$ cat src/rtl/dut_sampler_pkg.sv
// rtl/dut_sampler_pkg.sv - shared types and constants for the dut stimulus/capture sampler
package dut_sampler_pkg;

    localparam int DATA_WIDTH            = 32;
    localparam int SEL_BITS              = 5;
    localparam int DEFAULT_SETTLE_CYCLES = 4;

    typedef enum logic [1:0] {
        IDLE    = 2'd0,
        SETTLE  = 2'd1,
        CAPTURE = 2'd2,
        DONE    = 2'd3
    } state_e;

endpackage

$ cat src/rtl/dut_sampler_if.sv
// rtl/dut_sampler_if.sv - command, result and dut-side signal bundle for the sampler
interface dut_sampler_if;
    import dut_sampler_pkg::*;

    logic                  cmd_valid;
    logic                  cmd_ready;
    logic [DATA_WIDTH-1:0] cmd_data;
    logic                  result_valid;
    logic                  result_ready;
    logic [DATA_WIDTH-1:0] result_data;
    logic                  busy;
    logic [DATA_WIDTH-1:0] dut_input;
    logic [DATA_WIDTH-1:0] dut_signal_select;
    logic                  dut_output;

    // host/environment side: issues vectors, consumes results, models the dut
    modport master (
        output cmd_valid, cmd_data, result_ready, dut_output,
        input  cmd_ready, result_valid, result_data, busy, dut_input, dut_signal_select
    );

    // sampler side
    modport slave (
        input  cmd_valid, cmd_data, result_ready, dut_output,
        output cmd_ready, result_valid, result_data, busy, dut_input, dut_signal_select
    );

endinterface

$ cat src/rtl/dut_sampler_settle_timer.sv
// rtl/dut_sampler_settle_timer.sv - loadable down-counter flagging the end of a settle interval
module dut_sampler_settle_timer #(
    parameter int SETTLE_CYCLES = 4
) (
    input  logic clk,
    input  logic rst_n,
    input  logic load,
    input  logic run,
    output logic done
);

    localparam int CW = (SETTLE_CYCLES > 1) ? $clog2(SETTLE_CYCLES) : 1;
    localparam logic [CW-1:0] LOAD_VAL = (SETTLE_CYCLES > 0) ? CW'(SETTLE_CYCLES - 1) : '0;

    logic [CW-1:0] cnt;

    // reload at the start of each interval, then count down while the owner waits
    always_ff @(posedge clk) begin
        if (!rst_n) begin
            cnt <= '0;
        end else if (load) begin
            cnt <= LOAD_VAL;
        end else if (run && (cnt != '0)) begin
            cnt <= cnt - 1'b1;
        end
    end

    // done is asserted on the last waiting cycle so the owner leaves on the following edge
    assign done = run && (cnt == '0);

endmodule

$ cat src/rtl/dut_sampler.sv
// rtl/dut_sampler.sv - drives a vector into the dut and reads its response one selected bit at a time
module dut_sampler
    import dut_sampler_pkg::*;
#(
    parameter int SETTLE_CYCLES = DEFAULT_SETTLE_CYCLES
) (
    input  logic          clk,
    input  logic          rst_n,
    dut_sampler_if.slave  bus
);

    localparam logic [1:0] ST_IDLE    = IDLE;
    localparam logic [1:0] ST_SETTLE  = SETTLE;
    localparam logic [1:0] ST_CAPTURE = CAPTURE;
    localparam logic [1:0] ST_DONE    = DONE;

    // with no settle interval a new select value is sampled on the very next cycle
    localparam logic [1:0] ST_WAIT = (SETTLE_CYCLES == 0) ? ST_CAPTURE : ST_SETTLE;

    localparam logic [SEL_BITS-1:0] LAST_IDX = SEL_BITS'(DATA_WIDTH - 1);

    logic [1:0]            state;
    logic [SEL_BITS-1:0]   bit_idx;
    logic [DATA_WIDTH-1:0] dut_input_q;
    logic [DATA_WIDTH-1:0] result_q;
    logic                  accept;
    logic                  last_bit;
    logic                  timer_load;
    logic                  timer_done;

    assign accept     = bus.cmd_valid && bus.cmd_ready;
    assign last_bit   = (bit_idx == LAST_IDX);
    assign timer_load = accept || ((state == ST_CAPTURE) && !last_bit);

    dut_sampler_settle_timer #(
        .SETTLE_CYCLES (SETTLE_CYCLES)
    ) u_settle_timer (
        .clk   (clk),
        .rst_n (rst_n),
        .load  (timer_load),
        .run   (state == ST_SETTLE),
        .done  (timer_done)
    );

    // sequencing FSM: accept vector, settle/capture each bit, hold result until consumed
    always_ff @(posedge clk) begin
        if (!rst_n) begin
            state       <= ST_IDLE;
            bit_idx     <= '0;
            dut_input_q <= '0;
            result_q    <= '0;
        end else begin
            case (state)
                ST_IDLE: begin
                    if (accept) begin
                        dut_input_q <= bus.cmd_data;
                        bit_idx     <= '0;
                        state       <= ST_WAIT;
                    end
                end
                ST_SETTLE: begin
                    if (timer_done) begin
                        state <= ST_CAPTURE;
                    end
                end
                ST_CAPTURE: begin
                    result_q[bit_idx] <= bus.dut_output;
                    if (last_bit) begin
                        state <= ST_DONE;
                    end else begin
                        bit_idx <= bit_idx + 1'b1;
                        state   <= ST_WAIT;
                    end
                end
                ST_DONE: begin
                    if (bus.result_ready) begin
                        state <= ST_IDLE;
                    end
                end
                default: state <= ST_IDLE;
            endcase
        end
    end

    // cmd_ready is gated by reset so nothing is accepted while the block is held
    assign bus.cmd_ready         = rst_n && (state == ST_IDLE);
    assign bus.result_valid      = (state == ST_DONE);
    assign bus.result_data       = result_q;
    assign bus.busy              = (state != ST_IDLE);
    assign bus.dut_input         = dut_input_q;
    assign bus.dut_signal_select = {{(DATA_WIDTH - SEL_BITS){1'b0}}, bit_idx};

endmodule

$ cat src/flat_wrapper.sv
// flat-port wrapper written by rule: the top's interface ports become plain ports
module dut_sampler_flat import dut_sampler_pkg::*;
#(
    parameter int SETTLE_CYCLES = DEFAULT_SETTLE_CYCLES
)
  (clk, rst_n, bus_cmd_valid, bus_cmd_data, bus_result_ready, bus_dut_output, bus_cmd_ready, bus_result_valid, bus_result_data, bus_busy, bus_dut_input, bus_dut_signal_select);
  dut_sampler_if bus_i ();
  input  logic clk;
  input  logic rst_n;
  input wire logic [$bits(bus_i.cmd_valid)-1:0] bus_cmd_valid;
  input wire logic [$bits(bus_i.cmd_data)-1:0] bus_cmd_data;
  input wire logic [$bits(bus_i.result_ready)-1:0] bus_result_ready;
  input wire logic [$bits(bus_i.dut_output)-1:0] bus_dut_output;
  output wire logic [$bits(bus_i.cmd_ready)-1:0] bus_cmd_ready;
  output wire logic [$bits(bus_i.result_valid)-1:0] bus_result_valid;
  output wire logic [$bits(bus_i.result_data)-1:0] bus_result_data;
  output wire logic [$bits(bus_i.busy)-1:0] bus_busy;
  output wire logic [$bits(bus_i.dut_input)-1:0] bus_dut_input;
  output wire logic [$bits(bus_i.dut_signal_select)-1:0] bus_dut_signal_select;
  assign bus_i.cmd_valid = bus_cmd_valid;
  assign bus_i.cmd_data = bus_cmd_data;
  assign bus_i.result_ready = bus_result_ready;
  assign bus_i.dut_output = bus_dut_output;
  assign bus_cmd_ready = bus_i.cmd_ready;
  assign bus_result_valid = bus_i.result_valid;
  assign bus_result_data = bus_i.result_data;
  assign bus_busy = bus_i.busy;
  assign bus_dut_input = bus_i.dut_input;
  assign bus_dut_signal_select = bus_i.dut_signal_select;
  dut_sampler #(.SETTLE_CYCLES(SETTLE_CYCLES)) u_core (.clk(clk), .rst_n(rst_n), .bus(bus_i));
endmodule
$ cat config.mk
export PLATFORM = sky130hd
export DESIGN_NAME = dut_sampler_flat
export DESIGN_NICKNAME = d
export VERILOG_FILES = /design/src/rtl/dut_sampler_pkg.sv /design/src/rtl/dut_sampler_if.sv /design/src/rtl/dut_sampler_settle_timer.sv /design/src/rtl/dut_sampler.sv /design/src/flat_wrapper.sv
export SDC_FILE = /design/constraint.sdc
export NUM_CORES = 1
export LEC_CHECK = 0
export ABC_CLOCK_PERIOD_IN_PS = 3400
export CORE_MARGIN = 5
export CORE_UTILIZATION = 40
export DETAILED_ROUTE_END_ITERATION = 8
export GPL_ROUTABILITY_DRIVEN = 1
export PLACE_DENSITY_LB_ADDON = 0.3
export SYNTH_ARGS = -nofsm -noshare
export SYNTH_HDL_FRONTEND = slang
export SYNTH_SLANG_ARGS = --single-unit
export TNS_END_PERCENT = 100
$ cat constraint.sdc
create_clock -name clk -period 3.4 [get_ports clk]
set_input_delay 0.51 -clock clk [delete_from_list [all_inputs] [get_ports clk]]
set_output_delay 0.51 -clock clk [all_outputs]
set_load 0.005 [all_outputs]
## After elaboration in Yosys (flattened, before gate mapping)

Index checks and enable logic that the tools add are counted.

- $add $sub $neg: 2
- Order comparisons: 2
- Eq/ne operators: 8
- Mux-type cells: 13
- Reduce and logical (&&, ||, !) cells: 17

Operators with widths:

| kind | count |
|---|---|
| bitwise mux 32 bit | 1 |
| 2-to-1 mux 2 bit | 6 |
| 2-to-1 mux 5 bit | 2 |
| one-hot mux 5 bit (2 select lines) | 1 |
| one-hot mux 2 bit (4 select lines) | 1 |
| nonzero test 2 bit | 4 |
| logical AND 1 bit | 6 |
| less-than comparator 5 x 6 -> 1 bit, second input constant | 1 |
| AND reduction 3 bit | 2 |
| adder 5 x 1 -> 5 bit, second input constant | 1 |
| demux 1 bit (select 5 bit) | 1 |
| equality test 5 bit, second input constant | 1 |
| >= comparator 5 x 1 -> 1 bit, second input constant | 1 |
| equality test 2 bit, second input constant | 2 |
| zero test 2 bit | 2 |
| inequality test 2 x 1 -> 1 bit, second input constant | 2 |
| inequality test 2 bit, second input constant | 2 |
| equality test 2 x 1 -> 1 bit, second input constant | 1 |
| AND reduction 2 bit | 1 |
| subtractor 2 x 1 -> 2 bit, second input constant | 1 |
| zero test 1 bit | 1 |
| logical OR 1 bit | 1 |
| 2-to-1 mux 1 bit | 1 |

- Bits in registers: 73
- Bits of input ports: 37
- Logic and storage cells: 47

## Depth between registers and ports, before layout

- Word-level depth: 5
- Mapped depth: 7
- Mapped depth without buffers: 7

## By module

From an unflattened synthesis, not the netlist that was laid out.

- Cells, all modules: 407
- Area, all modules: 3249.4 um2

By module, submodules not included:

| module | times used | cells an instance | area an instance (um2) | seq. area each (um2) |
|---|---|---|---|---|
| dut_sampler | 1 | 393 | 3123.0 | 1421.4 |
| dut_sampler_settle_timer | 1 | 14 | 126.4 | 40.0 |

## Worst setup path before layout

No wires, ideal clock.

- Path kind: reg2reg
- From: register u_core.bit_idx[0]
- To: register u_core.bit_idx[2]
- Setup time: 132 ps
- Arrival: 1573 ps
- Data required time: 3268 ps
- Path slack: 1695 ps
- Stages on the path, launching flop included: 8
- Path buffers: 0
- Period minus slack after synthesis: 1705 ps
- Cells stage by stage: dfxtp_1 -> ha_1 -> and3_1 -> ha_1 -> nor2b_1 -> mux2_2 -> nand2_1 -> a21oi_1

- Cells in the longest elaborated chain, start to end: 3
- Elaborated cells between the ends (all ways): 6
- Classes of those cells: add/sub: 1; eq/ne: 2; mux: 2; reduce/logical: 1

Ends and longest elaborated chain:

| element | RTL line | text |
|---|---|---|
| from (decl) | dut_sampler.sv:23 | `logic [SEL_BITS-1:0] bit_idx;` |
| from (signal assigned) | dut_sampler.sv:71 | `bit_idx <= bit_idx + 1'b1;` |
| adder 5 x 1 -> 5 bit / equality test 5 bit (equally long branches) | dut_sampler.sv:71, dut_sampler.sv:32 |  |
| 2-to-1 mux 5 bit / inequality test 2 bit (equally long branches) | n/a |  |
| one-hot mux 5 bit (2 select lines) / AND reduction 3 bit (equally long branches) | n/a |  |

Parallel ways exist; a longest one is shown, timed or not. The select of a mux whose other input is x is not followed.
A chain may end at the register's enable or synchronous reset.

## Worst setup path after layout

- From: input rst_n
- To: output bus_cmd_ready

- Cells in the longest elaborated chain, start to end: 1

Ends and longest elaborated chain:

| element | RTL line | text |
|---|---|---|
| from (decl) | flat_wrapper.sv:9 | `input logic rst_n;` |
| logical AND 1 bit | dut_sampler.sv:86 | `assign bus.cmd_ready = rst_n && (state == ST_IDLE);` |
| to (decl) | flat_wrapper.sv:14 | `output wire logic [$bits(bus_i.cmd_ready)-1:0] bus_cmd_ready;` |

No other way between the ends.

==> impl_summary.txt <==
----------------------------------------------------
[Global routing]
  Global-route wire length before repair ... 12900 um
  Overflow left after global routing ... 0
  Largest net degree at the start of global routing ... 68
  Via count of the first global-routing pass ... 2761
  Antenna violations before repair ... 0
  Total GRT Usage ... 0.1545

[Die]
  Core region area ... roughly 0.0082 sq mm
  Total die area ... between 0.01 and 0.015 sq mm
  Die span in y ... 101.5 um
  Overall die width ... 101.5 um
  Floorplan row count ... 33
  Initial core utilization ... 0.4092
  Number of I/O pins ... 136

[Placed design]
  DP Wirelength ... 5648 um
  Worst slack, placed ... 889.0 ps
  Gpl congestion ... approximately 0.76
  Buffers on Ports ... 108

[Timing]
  Slew at the pin with the worst max-slew slack ... 1135 ps
  Tightest slew margin relative to the limit ... 0.2411
  Final period demand of the worst path ... 2487 ps
  Clock Skew ... 8.334 ps
  Final critical-path setup slack ... roughly 900 ps
  Ratio of final minimum period to clock period ... 0.7314
  Tightest hold margin ... 450.4 ps
  Number of failing hold endpoints at the final stage ... 0
  Unrepaired setup endpoints after global routing ... false
  Fmax ... 0.4021 GHz
  Setup Total Neg Slack ... 0 ps
  Setup-failing EPs final ... 0
  Count of pins over their slew limit ... 0

[Setup path]
  Setup CP Type ... in2out
  Critical path's slowest cell ... sky130_fd_sc_hd__clkdlybuf4s50_1
  Number of cells traversed by the worst register-to-register path ... 7
  Most Frequent Cell on Critical Path ... sky130_fd_sc_hd__clkdlybuf4s50_1
  Ordered list of cells on the worst path ... clkdlybuf4s50_1 -> inv_1 -> nor2_1 -> clkdlybuf4s50_1
  CP startpoint kind ... input pin
  Stage delay of the slowest cell on the critical path ... about 730 ps
  Worst EP required ... 2890 ps
  Arrival time at the worst endpoint ... 1980 ps
  Highest fanout seen on the critical path ... 13
  Critical path endpoint category ... output pin

[Clocking]
  Post-CTS clock slew at the launch and capture registers of the worst setup and hold paths ... 70 ps
  Clock tree from TritonCTS ... built
  Number of instances resized during post-cts repair ... 0
  Clock root buffer ... sky130_fd_sc_hd__clkbuf_8
  CTS max path bufs ... 2
  H-tree depth reported by CTS ... 3
  Post-CTS Repair Setup Buffers ... 0
  Clock Sink Count ... 73
  CTS Hold Buffers Added ... 0
  Worst-Skew Late Latency ... 340 ps
  TritonCTS Buffers ... 9

[Power and ir drop]
  Total power divided by cell area ... 442.5 mW/mm^2
  Max IR drop VDD ... 329.7 uV
  Static Leak ... 1.609 nW
  Final Power ... 0.001989 W

[Synth]
  Count of distinct cell types in the synthesized netlist ... 31
  Synth warn ... 0
  Sequential-to-total area share from yosys stat ... 0.4368
  Post-Syn Area per Cell ... approximately 8 sq um
  Synthesized instance count ... approximately 430
  Total standard cell area after synthesis ... 0.003346 sq mm
  Flops & latches, synth ... 73

[Cells and area]
  Commonest cells after routing, fill and taps aside ... sky130_fd_sc_hd__nand2_1 (124), sky130_fd_sc_hd__clkdlybuf4s50_1 (108), sky130_fd_sc_hd__dfxtp_1 (73)
  Count of antenna diodes in the layout ... 0
  Share of the core filled with cells ... 0.5499
  Synth-to-layout area growth ... 34.37%
  NumNets Final ... 560
  Proportion of layout cells with a drive suffix above 1 ... 0.05556
  Most common cell after layout, fill and taps aside ... sky130_fd_sc_hd__nand2_1

[Drt]
  Routed vias/inst ... 4.718
  Post-route DRC violation count ... 0
  1st-pass router iterations ... 4
  Post-DR wirelength/cell ... 12.76 um
  Remaining antenna violation count ... 0
  Iteration-0 DRC Markers ... roughly 100
  Routed vias ... a little under 3000
  Total wire length ... 7999 um

[Job]
  Max Cap Viol ... 0

[Min path]
  Number of cells traversed by the worst hold path ... 2
  Worst hold path class ... reg2reg

[Outcome]
  Status ... completed

----------------------------------------------------
[through the flow]
stage                     std cells  instance area (sq um)
final                           627                   4496
after global placement          611                   4289
after detailed placement        611                   4289
after global routing            627                   4496
after floorplan                 453                   3443
after CTS                       627                   4496
[logic make-up (layout without fill, tap and decap cells)]
| group | Yosys count | count (layout) | synth area share |
|---|---|---|---|
| adder cells (fa/ha/maj) | 6 | 6 | 0.02244 |
| AO/OA/AOI/OAI | 90 | 90 | 0.1354 |
| flip-flops | 73 | 73 | 0.4368 |
| other | 1 | 27 | 0.001121 |
| multiplexers | 1 | 1 | 0.003366 |
| AND/OR/NAND/NOR | 193 | 193 | 0.2786 |
| buffers and inverters | 62 | 131 | 0.1197 |
| XOR/XNOR | 1 | 1 | 0.002618 |
[critical path, delay by kind of cell]
kind                   cells  cell delay, ps
buffers and inverters      3            1340
and+or+nand+nor            1             120
[where the power goes]
part,internal [W],switching [W]
Combinational,0.000186,0.000143
Clock,0.000380,0.000316
Sequential,0.000914,0.0000516
[cells in the mapped netlist]
library cell / count / area share
sky130_fd_sc_hd__buf_2: 10 / 0.015
sky130_fd_sc_hd__clkbuf_2: 1 / 0.0015
sky130_fd_sc_hd__and3b_1: 4 / 0.010
sky130_fd_sc_hd__nor3b_2: 3 / 0.011
sky130_fd_sc_hd__and2_1: 4 / 0.0075
sky130_fd_sc_hd__and3_1: 2 / 0.0037
sky130_fd_sc_hd__nor2b_1: 2 / 0.0037
sky130_fd_sc_hd__buf_6: 6 / 0.020
sky130_fd_sc_hd__o21ai_1: 13 / 0.019
sky130_fd_sc_hd__o21ai_0: 37 / 0.055
sky130_fd_sc_hd__buf_4: 29 / 0.065
sky130_fd_sc_hd__nand2_1: 124 / 0.14
sky130_fd_sc_hd__nor2_1: 17 / 0.019
sky130_fd_sc_hd__ha_1: 6 / 0.022
sky130_fd_sc_hd__or2_2: 1 / 0.0019
sky130_fd_sc_hd__dfxtp_1: 73 / 0.44
sky130_fd_sc_hd__nand3_1: 21 / 0.031
sky130_fd_sc_hd__inv_1: 5 / 0.0056
sky130_fd_sc_hd__nor3b_4: 3 / 0.017
sky130_fd_sc_hd__o211ai_1: 1 / 0.0022
sky130_fd_sc_hd__nand3b_4: 1 / 0.0060
sky130_fd_sc_hd__nand3b_1: 6 / 0.013
sky130_fd_sc_hd__nor3_1: 2 / 0.0030
sky130_fd_sc_hd__a21oi_1: 39 / 0.058
sky130_fd_sc_hd__nor3_2: 1 / 0.0030
sky130_fd_sc_hd__and4bb_4: 1 / 0.0049
sky130_fd_sc_hd__mux2_2: 1 / 0.0034
sky130_fd_sc_hd__nor2_4: 1 / 0.0034
sky130_fd_sc_hd__clkbuf_1: 11 / 0.012
sky130_fd_sc_hd__xnor2_1: 1 / 0.0026
sky130_fd_sc_hd__conb_1: 1 / 0.0011
[sequential cells by signal (all words and copies together) (netlist names)]
name / cells
u_core.bus.dut_input: 32
u_core.bus.result_data: 32
u_core.bit_idx: 5
u_core.state: 2
u_core.u_settle_timer.cnt: 2
[routing by layer]
metal	up-vias	wire length (um)	GRT usage
met2	101	3674	0.2495
met4	0	68	0.04397
met5	-	0	0
met3	7	829	0.07645
li1	1525	-	-
met1	1325	3425	0.1817
[final timing paths]
check / from / to / slack, ps
setup / recovery: rst_n / bus_cmd_ready / 910
setup reg to reg: u_core.bit_idx[0] / u_core.bit_idx[1] / 1530
hold reg to reg: u_core.bus.dut_input[24] / u_core.bus.dut_input[24] / 450
hold / removal: u_core.bus.dut_input[24] / u_core.bus.dut_input[24] / 450
[layout make-up]
| type | instances | area, sq um |
|---|---|---|
| Inverter | 5 | 18.77 |
| Timing Repair Buffer | 110 | 1096 |
| Tap cell | 105 | 131.4 |
| Sequential cell | 73 | 1461 |
| Clock buffer | 12 | 155.1 |
| Fill cell | 752 | 3680 |
| Multi-Input combinational cell | 318 | 1582 |
| Clock inverter | 4 | 51.30 |
Power figures use the tool's default switching activity.
